## src/rtl/spi_master.sv

```systemverilog
// SPI mode-0 master with start/busy/done handshake; LSB first by default.
// Define SPI_MASTER_MSB_FIRST_EN to shift MSB first in both directions.
module spi_master #(
   parameter int DATA_W  = 8,
   parameter int CLK_DIV = 4
) (
   input  logic              clk_i,
   input  logic              rst_i,
   input  logic              start_i,
   input  logic [DATA_W-1:0] tx_data_i,
   input  logic              miso_i,
   output logic              busy_o,
   output logic              done_o,
   output logic [DATA_W-1:0] rx_data_o,
   output logic              sclk_o,
   output logic              cs_n_o,
   output logic              mosi_o
);

   localparam int DIV_W = (CLK_DIV > 1) ? $clog2(CLK_DIV) : 1;
   localparam int BIT_W = $clog2(DATA_W);
   localparam logic [DIV_W-1:0] DIV_LAST = DIV_W'(CLK_DIV - 1);
   localparam logic [BIT_W-1:0] BIT_LAST = BIT_W'(DATA_W - 1);

   typedef enum logic [2:0] {IDLE, SETUP, HIGH, LOW, HOLD} state_t;

   state_t            state_q, state_d;
   logic [DIV_W-1:0]  divCnt_q, divCnt_d;
   logic [BIT_W-1:0]  bitCnt_q, bitCnt_d;
   logic              holdHalf_q, holdHalf_d;
   logic [DATA_W-1:0] shiftTx_q, shiftTx_d;
   logic [DATA_W-1:0] shiftRx_q, shiftRx_d;
   logic [DATA_W-1:0] rxData_q, rxData_d;
   logic              busy_q, busy_d;
   logic              done_q, done_d;
   logic              sclk_q, sclk_d;
   logic              csN_q, csN_d;
   logic              mosi_q, mosi_d;

   logic              phaseEnd;
   logic              firstBit;
   logic              nextBit;
   logic [DATA_W-1:0] shiftTxNext;
   logic [DATA_W-1:0] shiftRxNext;

`ifdef SPI_MASTER_MSB_FIRST_EN
   assign firstBit    = tx_data_i[DATA_W-1];
   assign nextBit     = shiftTx_q[DATA_W-2];
   assign shiftTxNext = {shiftTx_q[DATA_W-2:0], 1'b0};
   assign shiftRxNext = {shiftRx_q[DATA_W-2:0], miso_i};
`else
   assign firstBit    = tx_data_i[0];
   assign nextBit     = shiftTx_q[1];
   assign shiftTxNext = {1'b0, shiftTx_q[DATA_W-1:1]};
   assign shiftRxNext = {miso_i, shiftRx_q[DATA_W-1:1]};
`endif

   assign phaseEnd = (divCnt_q == DIV_LAST);

   always_ff @(posedge clk_i) begin
      if (rst_i) begin
         state_q    <= IDLE;
         divCnt_q   <= '0;
         bitCnt_q   <= '0;
         holdHalf_q <= 1'b0;
         shiftTx_q  <= '0;
         shiftRx_q  <= '0;
         rxData_q   <= '0;
         busy_q     <= 1'b0;
         done_q     <= 1'b0;
         sclk_q     <= 1'b0;
         csN_q      <= 1'b1;
         mosi_q     <= 1'b0;
      end else begin
         state_q    <= state_d;
         divCnt_q   <= divCnt_d;
         bitCnt_q   <= bitCnt_d;
         holdHalf_q <= holdHalf_d;
         shiftTx_q  <= shiftTx_d;
         shiftRx_q  <= shiftRx_d;
         rxData_q   <= rxData_d;
         busy_q     <= busy_d;
         done_q     <= done_d;
         sclk_q     <= sclk_d;
         csN_q      <= csN_d;
         mosi_q     <= mosi_d;
      end
   end

   always_comb begin
      state_d    = state_q;
      divCnt_d   = divCnt_q;
      bitCnt_d   = bitCnt_q;
      holdHalf_d = holdHalf_q;
      shiftTx_d  = shiftTx_q;
      shiftRx_d  = shiftRx_q;
      rxData_d   = rxData_q;
      busy_d     = busy_q;
      done_d     = 1'b0;
      sclk_d     = sclk_q;
      csN_d      = csN_q;
      mosi_d     = mosi_q;

      if (state_q != IDLE) begin
         divCnt_d = phaseEnd ? '0 : divCnt_q + 1'b1;
      end

      unique case (state_q)
         IDLE: begin
            if (start_i) begin
               state_d    = SETUP;
               divCnt_d   = '0;
               bitCnt_d   = '0;
               holdHalf_d = 1'b0;
               shiftTx_d  = tx_data_i;
               shiftRx_d  = '0;
               busy_d     = 1'b1;
               csN_d      = 1'b0;
               mosi_d     = firstBit;
            end
         end
         SETUP, LOW: begin
            if (phaseEnd) begin
               state_d   = HIGH;
               sclk_d    = 1'b1;
               shiftRx_d = shiftRxNext;
            end
         end
         HIGH: begin
            if (phaseEnd) begin
               sclk_d = 1'b0;
               if (bitCnt_q < BIT_LAST) begin
                  state_d   = LOW;
                  bitCnt_d  = bitCnt_q + 1'b1;
                  shiftTx_d = shiftTxNext;
                  mosi_d    = nextBit;
               end else begin
                  state_d = HOLD;
               end
            end
         end
         HOLD: begin
            // Two half-periods: the final sclk low half, then the cs_n hold half.
            if (phaseEnd) begin
               if (!holdHalf_q) begin
                  holdHalf_d = 1'b1;
               end else begin
                  state_d  = IDLE;
                  csN_d    = 1'b1;
                  mosi_d   = 1'b0;
                  busy_d   = 1'b0;
                  done_d   = 1'b1;
                  rxData_d = shiftRx_q;
               end
            end
         end
         default: state_d = IDLE;
      endcase
   end

   assign busy_o    = busy_q;
   assign done_o    = done_q;
   assign rx_data_o = rxData_q;
   assign sclk_o    = sclk_q;
   assign cs_n_o    = csN_q;
   assign mosi_o    = mosi_q;

endmodule

```

## config.mk

```make
export PLATFORM = sky130hd
export DESIGN_NAME = spi_master
export DESIGN_NICKNAME = d
export VERILOG_FILES = /design/src/rtl/spi_master.sv
export SDC_FILE = /design/constraint.sdc
export NUM_CORES = 1
export LEC_CHECK = 0
export CORE_ASPECT_RATIO = 0.9
export CORE_MARGIN = 2
export CORE_UTILIZATION = 30
export DETAILED_ROUTE_END_ITERATION = 12
export PLACE_DENSITY = 0.57
export SYNTH_ARGS = -nofsm -noshare
export SYNTH_HDL_FRONTEND = slang
export SYNTH_SLANG_ARGS = --single-unit
export TNS_END_PERCENT = 100
```

## constraint.sdc

```tcl
create_clock -name clk_i -period 1.5 [get_ports clk_i]
set_clock_uncertainty 0.05 [all_clocks]
set_input_delay 0.375 -clock clk_i [delete_from_list [all_inputs] [get_ports clk_i]]
set_output_delay 0.375 -clock clk_i [all_outputs]
set_load 0.01 [all_outputs]
```

==> reports/summary.txt <==
clock sinks: 37
Worst-path clk slew: 0.08 ns
pin count of the biggest net entering global routing: 23
max cap viols: 0
via count: 1374
area of the mapped netlist: 1630 um2
layout cells sized above 1: 21.6%
worst hold endpoint: shiftRx_q[0]$_SDFFE_PP0P_
number of fillers in the final layout: 528
crit end category: register
Power Dens Cells: 1660 nW/um2
Max-slew headroom: 82.5%
final worst-path cycle share: 97.5%
final wirelength: 3.48 mm
Seq cells post-synth: 37
CTS buffer count: 5
post-synth cell types: 38
reg2reg end: state_q[1]$_SDFFE_PP0P_
Synth area leaders: dfxtp_1 (45%), mux2i_1 (8.6%), a21oi_1 (5.2%), nor2_1 (4.8%), a211oi_1 (4.1%)
IO buf count: 24
core area: 5260 um2
die height: 74.0 um
flop-to-flop setup slack: 0.04 ns
Synth area leader: dfxtp_1
wire per inst: 12.0 um
die area: 6050 um2
FF-to-FF path depth: 7
Initial Utilization: 31.0%
total gr overflow: 0
hold slack: 0.406 ns
row count: 25
outcome: finished, final reports clean
post-DR vias/cell: 4.75
post-DP HPWL: 2.34 mm
Seq/Total Area, Yosys: 45.4%
initial DRC count: 36
I/O pin total: 25
antenna cell count: 0
Final Hold Vio Count: 0
Root Buffer: clkbuf_8
Cells after Synth: 181
Req. time, crit path: 1.64 ns
GP Congestion: 0.785
worst-margin pin slew: 0.262 ns
fmax: 684 MHz
area grow syn2layout: 38.4%
CTS H-tree lvls: 2
clk buf depth: 2
first-pass GRT wire length: 5.80 mm
clock tree from TritonCTS: done
Finish-stage setup viols: 0
worst hold path type: reg -> reg
max-slew violations: 0
unrepaired setup endpoints after global routing: yes
top cell type's share of synthesized area: 45.4%
DRC Markers: 0
Syn Nets: 195
Max VDD drop: 0.593 mV
1st-pass router iterations: 4
Syn Area/Cell: 9.01 um2
vias in the first global route: 1310
Critical Path AT: 1.60 ns
reg-to-reg startpoint: divCnt_q[0]$_SDFF_PP0_
worst-skew pair later-pin latency: 0.28 ns
Final Power: 3740 uW
Yosys warnings: 0
Post-CTS Setup Bufs: 0
crit path max fanout: 4
Worst setup SP type: register
critical path class: reg -> reg
Die W: 81.7 um
Final Critical Period: 1.46 ns
total track usage: 12.3%
Leak: 0.000874 uW
hold path cells: 2
hold wc startpoint: shiftRx_q[0]$_SDFFE_PP0P_
NumNets Final: 235
Detail Route Antenna Nets: 0
initial antenna violation count: 0
-- through the flow --
stage                     std cells  setup slack (ns)  util, %  TNS (ns)  instance area [um2]
final                           289            0.0375     43.0         0                 2260
after CTS                       289           0.00328     41.8         0                 2200
after floorplan                 181           -0.0116        -   -0.0116                 1630
after detailed placement        281            -0.485     39.4     -9.34                 2070
after global placement          281            -0.446     39.4     -9.07                 2070
after global routing            289           -0.0340     43.0    -0.100                 2260
-- how the worst max path moves through the flow --
| stage | slack, ns | to | startpoint | depth (start not counted) |
|---|---|---|---|---|
| 4_1_cts | 0.003 | shiftTx_q[6]$_SDFFE_PP0P_ | divCnt_q[0]$_SDFF_PP0_ | 6 |
| 5_1_grt | -0.03 | state_q[1]$_SDFFE_PP0P_ | divCnt_q[0]$_SDFF_PP0_ | 7 |
| 3_3_place_gp | -0.45 | shiftRx_q[1]$_SDFFE_PP0P_ | start_i | 5 |
| 3_5_place_dp | -0.48 | shiftRx_q[3]$_SDFFE_PP0P_ | start_i | 5 |
| 6_report | 0.04 | state_q[1]$_SDFFE_PP0P_ | divCnt_q[0]$_SDFF_PP0_ | 7 |
| 2_1_floorplan | -0.01 | mosi_o$_SDFFE_PP0P_ | divCnt_q[0]$_SDFF_PP0_ | 6 |
-- timing repair --
action | CTS | global route
pin swaps | 2 | 2
setup endpoints to repair | 33 | 28
resized for setup | 21 | 15
hold buffers | 0 | 0
-- registers in the layout (all words and copies together), names as in the netlist --
name and flops:
state_q 3, cs_n_o 1, mosi_o 1, bitCnt_q 3
done_o 1, busy_o 1, divCnt_q 2, shiftTx_q 7
sclk_o 1, rx_data_o 8, shiftRx_q 8, holdHalf_q 1
-- cells by family after synthesis --
| logic type | Yosys count | synth area share (%) |
|---|---|---|
| AOI/OAI and AO/OA | 40 | 15.6 |
| xor gates and xnor gates | 1 | 0.537 |
| buffers and inverters | 15 | 4.98 |
| DFF | 37 | 45.4 |
| and+or+nand+nor | 71 | 22.6 |
| adders and majority gates | 2 | 1.53 |
| muxes | 15 | 9.28 |
-- metal layers --
| metal | global-route usage [%] | vias to the layer above | wire length (um) |
|---|---|---|---|
| li1 | - | 725 | - |
| met2 | 18.1 | 17 | 1570 |
| met3 | 3.64 | 2 | 94 |
| met1 | 17.1 | 630 | 1780 |
| met5 | 0 | - | 0 |
| met4 | 4.44 | 0 | 34 |
-- synth_stat cells --
master / count
dfxtp_1: 37
nor2_1: 21
a21oi_1: 17
mux2i_1: 14
nand2_1: 13
nand3_1: 12
a211oi_1: 9
clkbuf_1: 5
nand2b_1: 5
buf_2: 4
nor2b_1: 4
o21ai_0: 4
a31oi_1: 3
a21o_1: 2
a22oi_1: 2
and4_1: 2
buf_6: 2
ha_1: 2
inv_1: 2
nand4_1: 2
nor3_1: 2
a21oi_4: 1
a221oi_1: 1
a32oi_1: 1
and3_1: 1
buf_4: 1
clkbuf_2: 1
mux2_1: 1
nand3_2: 1
nor2_4: 1
nor3_2: 1
nor3b_1: 1
or2_1: 1
or2b_1: 1
or3_1: 1
or3b_1: 1
or3b_4: 1
xnor2_1: 1
-- cell usage in the layout (no fill, tap or decap), types with 3 or more instances in the layout --
master	n
nand2_1	13
a21oi_1	17
buf_4	17
clkbuf_8	6
clkdlybuf4s50_1	10
nor2b_1	4
a211oi_1	6
dfxtp_1	32
nand3_1	12
mux2i_1	14
o21ai_0	3
dfxtp_4	3
a211oi_2	3
dlygate4sd2_1	14
nor2_1	21
nand2b_1	5
-- final cells by class --
type	count	area (um2)	area share [%]
sequential	37	754	33.4
inverter	2	7.51	0.332
clock inverter	2	37.5	1.66
timing repair buffer	46	428	18.9
tap	67	83.8	3.71
clock buffer	6	82.6	3.66
multi-input combinational	129	865	38.3
-- critical path: stages (launching register included) --
cell	delay (ns)
dfxtp_2	0.34
ha_4	0.17
buf_4	0.13
o21ai_2	0.11
nand3_2	0.10
buf_6	0.14
buf_4	0.13
a211oi_2	0.19
-- report_power, final --
group / switching, uW / internal [uW]
clock network: 356 / 541
logic: 705 / 744
registers: 204 / 1190
total: 1260 / 2480
Power figures use the tool's default switching activity.
